## src/rtl/req_arb_pkg.sv

```systemverilog
// Shared types and default sizing for the request arbiter.
package req_arb_pkg;

    typedef enum logic [1:0] {
        IDLE    = 2'd0,
        OWN     = 2'd1,
        RELEASE = 2'd2
    } arbState_t;

    localparam int DEF_NUM_REQ = 4;
    localparam int DEF_DATA_W  = 8;
    localparam int DEF_TIMEOUT = 255;
    localparam int STALL_W     = 16;

endpackage

```

## src/rtl/rr_select.sv

```systemverilog
// Round-robin pick: lowest requesting index strictly after lastGrant, wrapping.
module rr_select import req_arb_pkg::*; #(
    parameter  int NUM_REQ = DEF_NUM_REQ,
    localparam int ID_W    = $clog2(NUM_REQ)
) (
    input  logic [NUM_REQ-1:0] reqVec,
    input  logic [ID_W-1:0]    lastGrant,
    output logic [ID_W-1:0]    index,
    output logic               found
);

    // candIdx[k] is the requester at rotational distance k+1 from lastGrant
    logic [ID_W-1:0] candIdx [NUM_REQ];

    for (genvar gi = 0; gi < NUM_REQ; gi++) begin : g_cand
        assign candIdx[gi] = ID_W'((32'(lastGrant) + 32'(gi + 1)) % 32'(NUM_REQ));
    end

    always_comb begin
        index = '0;
        found = 1'b0;
        // Walk from the farthest candidate inward so the nearest one wins.
        for (int k = NUM_REQ - 1; k >= 0; k--) begin
            if (reqVec[candIdx[k]]) begin
                index = candIdx[k];
                found = 1'b1;
            end
        end
    end

endmodule

```

## src/rtl/req_arbiter.sv

```systemverilog
// Packet-level round-robin arbiter: one owner holds the resource until its last
// beat or until it stalls for TIMEOUT cycles.
module req_arbiter import req_arb_pkg::*; #(
    parameter  int NUM_REQ = DEF_NUM_REQ,
    parameter  int DATA_W  = DEF_DATA_W,
    parameter  int TIMEOUT = DEF_TIMEOUT,
    localparam int ID_W    = $clog2(NUM_REQ)
) (
    input  logic                      clk,
    input  logic                      rst_n,
    input  logic [NUM_REQ-1:0]        req_valid,
    input  logic [NUM_REQ*DATA_W-1:0] req_data,
    input  logic [NUM_REQ-1:0]        req_last,
    output logic [NUM_REQ-1:0]        req_ready,
    output logic                      res_valid,
    output logic [DATA_W-1:0]         res_data,
    output logic                      res_last,
    input  logic                      res_ready,
    output logic [ID_W-1:0]           grant_id,
    output logic                      busy,
    output logic                      timeout_err
);

    arbState_t          stateReg, stateNext;
    logic [ID_W-1:0]    grantReg, grantNext;
    logic [ID_W-1:0]    lastGrantReg, lastGrantNext;
    logic [STALL_W-1:0] stallCntReg, stallCntNext;
    logic               timeoutErrReg, timeoutErrNext;

    logic [ID_W-1:0]    selIdx;
    logic               selFound;
    logic               owning;
    logic               beatXfer;
    logic [DATA_W-1:0]  reqDataArr [NUM_REQ];

    rr_select #(.NUM_REQ(NUM_REQ)) u_rrSelect (
        .reqVec    (req_valid),
        .lastGrant (lastGrantReg),
        .index     (selIdx),
        .found     (selFound)
    );

    for (genvar gi = 0; gi < NUM_REQ; gi++) begin : g_req
        assign reqDataArr[gi] = req_data[gi*DATA_W +: DATA_W];
        assign req_ready[gi]  = owning && (grantReg == ID_W'(gi)) && res_ready;
    end

    // Only the owner's lines reach the outputs; other requesters just feed selection.
    assign owning      = (stateReg == OWN);
    assign res_valid   = owning && req_valid[grantReg];
    assign res_data    = reqDataArr[grantReg];
    assign res_last    = owning && req_last[grantReg];
    assign beatXfer    = res_valid && res_ready;
    assign grant_id    = grantReg;
    assign busy        = owning;
    assign timeout_err = timeoutErrReg;

    always_ff @(posedge clk or negedge rst_n) begin
        if (!rst_n) begin
            stateReg      <= IDLE;
            grantReg      <= '0;
            lastGrantReg  <= ID_W'(NUM_REQ - 1);
            stallCntReg   <= '0;
            timeoutErrReg <= 1'b0;
        end else begin
            stateReg      <= stateNext;
            grantReg      <= grantNext;
            lastGrantReg  <= lastGrantNext;
            stallCntReg   <= stallCntNext;
            timeoutErrReg <= timeoutErrNext;
        end
    end

    always_comb begin
        stateNext      = stateReg;
        grantNext      = grantReg;
        lastGrantNext  = lastGrantReg;
        stallCntNext   = stallCntReg;
        timeoutErrNext = 1'b0;
        case (stateReg)
            IDLE: begin
                if (selFound) begin
                    grantNext    = selIdx;
                    stallCntNext = '0;
                    stateNext    = OWN;
                end
            end
            OWN: begin
                // A transfer always beats the stall limit when both land together.
                if (beatXfer) begin
                    stallCntNext = '0;
                    if (req_last[grantReg]) begin
                        stateNext     = RELEASE;
                        lastGrantNext = grantReg;
                    end
                end else if (stallCntReg == STALL_W'(TIMEOUT - 1)) begin
                    stateNext      = RELEASE;
                    lastGrantNext  = grantReg;
                    timeoutErrNext = 1'b1;
                end else begin
                    stallCntNext = stallCntReg + STALL_W'(1);
                end
            end
            RELEASE: stateNext = IDLE;
            default: stateNext = IDLE;
        endcase
    end

endmodule

```

## config.mk

```make
export PLATFORM = sky130hd
export DESIGN_NAME = req_arbiter
export DESIGN_NICKNAME = d
export VERILOG_FILES = /design/src/rtl/req_arb_pkg.sv /design/src/rtl/rr_select.sv /design/src/rtl/req_arbiter.sv
export SDC_FILE = /design/constraint.sdc
export NUM_CORES = 1
export LEC_CHECK = 0
export ABC_AREA = 1
export BUFFER_PORTS_ARGS = -buffer_cell sky130_fd_sc_hd__clkbuf_2
export CAP_MARGIN = 20
export CORE_ASPECT_RATIO = 2
export CORE_MARGIN = 2
export CORE_UTILIZATION = 47
export CTS_CLUSTER_SIZE = 25
export DETAILED_ROUTE_END_ITERATION = 6
export GPL_TIMING_DRIVEN = 0
export MAX_ROUTING_LAYER = met4
export PLACE_DENSITY = 0.77
export SETUP_SLACK_MARGIN = 0.05
export SLEW_MARGIN = 20
export SYNTH_ARGS = -nofsm -noshare
export SYNTH_HDL_FRONTEND = slang
export SYNTH_SLANG_ARGS = --single-unit
export TNS_END_PERCENT = 100
```

## constraint.sdc

```tcl
create_clock -name clk -period 1.6 [get_ports clk]
set_input_delay 0.48 -clock clk [delete_from_list [all_inputs] [get_ports clk]]
set_output_delay 0.48 -clock clk [all_outputs]
set_load 0.01 [all_outputs]
```

After elaboration in Yosys (flattened, before gate mapping)
Cells that the tools add are included.
{"block": "totals", "elab_cells": 84, "output_inout_bits": 18, "reg_bits": 23, "inputBits": 43}
{"block": "classes", "magnitude_cmp": 6, "n_reduce_logical": 19, "eq_ne": 10, "n_addsub": 5, "muxes": 38, "n_bitwise": 1}
{"op": "$mux 16", "count": 3}
{"op": "$pmux 16 s2", "count": 1}
{"op": "$mux 2", "count": 11}
{"op": "$add 16x1->16 const B", "count": 1}
{"op": "$bmux 8 s2", "count": 1}
{"op": "$eq 16x8->1 const B", "count": 1}
{"op": "$mux 8", "count": 2}
{"op": "$lt 2x3->1 const B", "count": 5}
{"op": "$mux 1", "count": 13}
{"op": "$bmux 1 s2", "count": 6}
{"op": "$logic_and 1x1->1", "count": 11}
{"op": "$reduce_and 3->1", "count": 3}
{"op": "$add 2x1->2 const B", "count": 2}
{"op": "$add 2x2->2 const B", "count": 2}
{"op": "$eq 2x1->1 const B", "count": 2}
{"op": "$eq 2x2->1 const B", "count": 2}
{"op": "$logic_not 2->1", "count": 2}
{"op": "$pmux 2 s2", "count": 1}
{"op": "$reduce_bool 2->1", "count": 2}
{"op": "$ge 3x3->1 const B", "count": 1}
{"op": "$ne 3x1->1 const B", "count": 1}
{"op": "$ne 3x2->1 const B", "count": 1}
{"op": "$ne 3x3->1 const B", "count": 1}
{"op": "$not 2->3", "count": 1}
{"op": "other kinds (3)", "count": 3}

Longest topological paths before layout
{"block": "logic_depth", "ltp_word": 9, "mapped_depth": 12, "ltp_nobuf": 11}

By module
Synthesis repeated with hierarchy kept, for this count alone.
{"block": "unflattened", "hier_cells": 301, "area_unflattened_um2": 1929.4}
{"mod": "req_arbiter", "instances": 1, "area_each_um2": 1702.9, "cells_each": 252}
{"mod": "rr_select", "instances": 1, "area_each_um2": 226.5, "cells_each": 49}

Worst setup path before layout
No wires, ideal clock.
{"block": "synth_path", "path_type": "register to output", "start": "reg grantReg[0] (netlist: grant_id[0])", "end": "out res_last", "required_time_ps": 1120, "path_slack_ps": -62, "t_arrival_ps": 1182, "stages_incl_launch_ff": 8, "cell_sequence": "dfrtp_1 > buf_6 > inv_1 > nor2_2 > nand2_1 > nand2_1 > nor2_1 > nor2_1"}
{"block": "synth_between", "elab_chain_cells": 3}
{"element": "start: declaration", "line_no": "req_arbiter.sv:25", "source": "logic [ID_W-1:0] grantReg, grantNext;"}
{"element": "start signal: assignment", "line_no": "req_arbiter.sv:67", "source": "grantReg <= grantNext;"}
{"element": "$bmux 1 s2", "line_no": "req_arbiter.sv:52", "source": "assign res_last = owning && req_last[grantReg];"}
{"element": "$mux 1 (not written as such)", "line_no": "req_arbiter.sv:52"}
{"element": "$logic_and 1x1->1", "line_no": "req_arbiter.sv:52"}
{"element": "end: declaration", "line_no": "req_arbiter.sv:17", "source": "output logic res_last,"}
No other way between the ends. The select of a mux whose other input is x is not followed.

Final worst setup path
{"block": "layout_path", "start": "reg grantReg[1] (netlist: grant_id[1])", "end": "out res_data[7]"}
{"block": "layout_between", "elab_chain_cells": 4}
{"element": "$not 2->3 (not written as such)", "line_no": "req_arbiter.sv:51", "source": "assign res_data = reqDataArr[grantReg];"}
{"element": "$bmux 8 s2", "line_no": "req_arbiter.sv:51"}
{"element": "$mux 8 (not written as such) (2 in series)", "line_no": "req_arbiter.sv:51"}
{"element": "end: declaration", "line_no": "req_arbiter.sv:16", "source": "output logic [DATA_W-1:0] res_data,"}
No other way between the ends. The select of a mux whose other input is x is not followed.

==> flow_summary.json <==
{
  "place_ws_ns": -0.187,
  "arrival_ns": 1.53,
  "max_slew_margin_pct": 59.1,
  "viasPerCell": 5.59,
  "final_area_sq_um": 3230,
  "portBuffers": 60,
  "crit_chain": "buf_6 > inv_4 > nor2_4 > buf_4 > nand2_1 > nand3_1 > buf_2",
  "cts_made_buffers": 3,
  "setup_viol": 32,
  "grt_setup_unrepaired": "yes",
  "final_antenna_net_count": 0,
  "min_path_type": "primary input to async pin",
  "layout_commonest_cell": "nand2_1",
  "drc": 0,
  "rows": 33,
  "critPathSlowestCell": "dfrtp_1",
  "pin_count": 61,
  "area_growth_pct": 63.2,
  "grt_max_degree": 24,
  "final_cell_mix": "nand2_1, clkbuf_2",
  "path_buf_inv": 4,
  "drt-initial-drc-count": 100,
  "crit_fanout": 6,
  "mappedNetlistArea_sq_um": 1980,
  "syn-num-nets": 367,
  "timing.final.crit_share_pct": 126,
  "h-tree-depth": 1,
  "end_kind": "output pin",
  "powerDensity_nw_per_um2": 1670,
  "fillCellCount": 249,
  "tns_ns": -6.36,
  "avgSynthCellArea_sq_um": 6.14,
  "dp_hpwl_um": 4250,
  "cts_hold_buf": 0,
  "synth_flop_cell": "dfrtp_1",
  "skew_ns": 0.00186,
  "diodes": 0,
  "die_h_um": 95.7,
  "fmax_ghz": 0.497,
  "final_hold_viol_count": 0,
  "cp_top_family": "buffers and inverters",
  "worstMarginPinSlew_ns": 0.613,
  "final_max_slew_viol_count": 0,
  "synth_edf_count": 0,
  "die_w_um": 49.9,
  "grt_pass1_wl_um": 11400,
  "wirelength_um": 8480,
  "critical_path_required_ns": 1.12,
  "grt_pass1_vias": 2585,
  "dieArea_sq_um": 4770,
  "grt_usage_pct": 31.9,
  "wl_per_cell_um": 17.5,
  "cts-root-buf": "clkbuf_8",
  "critPathLaunchType": "flop",
  "synth_cells": 322,
  "antenna_found_initial": 0,
  "peakVddDrop_mv": 0.967,
  "total_power_w": 0.00539,
  "place_area_sq_um": 2360,
  "clock_latency_ns": 0.26,
  "synthArstFlopShare_pct": 100,
  "vias": 2712,
  "period_needed_ns": 2.01,
  "nNetsFinal": 479,
  "place_congestion": 0.936,
  "violations": "setup timing",
  "ys_types": 31,
  "start_util_pct": 48.4,
  "path_clk_slew_ns": 0.09,
  "clock_sinks": 23,
  "grt-ovfl-total": 0,
  "synth-seq-area-share_pct": 29.2,
  "worst_slack_ns": -0.414,
  "stdcell_count": 485,
  "dp_cells": 434,
  "coreArea_sq_um": 4090,
  "p_leak_nw": 1.71,
  "max-cap-violations": 0,
  "yosysWarnings": 0,
  "ys_ff_latch": 23,
  "cts_buffer_depth": 2,
  "path_class": "flop to output pin",
  "first_pass_iters": 5,
  "drive_gt1_share_pct": 49.2,
  "slowest_delay_ns": 0.42,
  "status": "finished, violations left",
  "cts_tree": "built"
}
cell type report:
class | count | area (sq um) | share of cell area [%]
multi-input cells | 254 | 1540 | 47.9
well taps | 52 | 65.1 | 2.02
plain buffers | 4 | 52.6 | 1.63
repair buffers | 107 | 744 | 23.1
flip-flops and latches | 23 | 582 | 18.0
inverters | 41 | 191 | 5.93
clock inverters | 1 | 5.00 | 0.155
clock buffers | 3 | 41.3 | 1.28
sequential cells by signal (all words and copies together) (netlist names):
name and cells:
stallCntReg 16, lastGrantReg 2, stateReg 2, grant_id 2, timeout_err 1
cells by family after synthesis:
group                    after synthesis  share of synthesized area [%]
flip-flops                            23                           29.2
adder cells (fa/ha/maj)                2                           1.27
AND/OR/NAND/NOR                      227                           50.6
buffers and inverters                 45                           10.0
XOR/XNOR                               4                           1.77
AO/OA/AOI/OAI                         21                           7.09
cell usage after synthesis, types with 4 or more instances:
cell | number | area [sq um]
nor3_1 | 6 | 30.0
dfrtp_1 | 21 | 526
nand2_2 | 4 | 25.0
nand3_1 | 32 | 160
nand2_1 | 127 | 477
inv_2 | 4 | 15.0
nor2_1 | 34 | 128
nor2_2 | 5 | 31.3
inv_1 | 35 | 131
nand4_1 | 10 | 62.6
a22oi_1 | 11 | 82.6
through the flow:
| stage | hold WS, ns | util, % |
|---|---|---|
| final | 0.211 | 78.9 |
| after global routing | 0.246 | 78.9 |
| after CTS | 0.225 | 73.9 |
| after detailed placement | 0.503 | 57.9 |
| after global placement | 0.497 | 57.9 |
| after floorplan | 0.184 | - |
report_power, final:
part           leakage [nW]  internal [W]  switching (W)
Sequential            0.297      0.000707       0.000120
Combinational          1.39       0.00181        0.00238
Clock                0.0255      0.000174       0.000195
path summary, 6_finish.rpt:
kind,to,cells after the start,from,slack [ns]
worst max-delay path,res_data[7],7,grant_id[1],-0.41
worst min-delay path,stallCntReg[3],1,rst_n,0.21
worst max register to register,grant_id[0],13,lastGrantReg[0],-0.17
worst min register to register,lastGrantReg[1],2,lastGrantReg[1],0.53
max in group asynchronous,stallCntReg[1],1,rst_n,0.95
min in group clk,lastGrantReg[1],2,lastGrantReg[1],0.53
layer usage:
metal | global-route usage, % | routed length (um)
met1 | 28.1 | 2700
met2 | 62.8 | 4550
met3 | 4.50 | 629
met4 | 17.6 | 599
met5 | - | 0
timing repair:
| item | in CTS | in global routing |
|---|---|---|
| buffers inserted | 38 | 9 |
| endpoints found under the setup margin | 36 | 38 |
| resized for setup | 83 | 54 |
| pin swaps | 28 | 27 |
| gates cloned | 2 | 0 |
No activity file was read; power rests on OpenSTA's default activity.
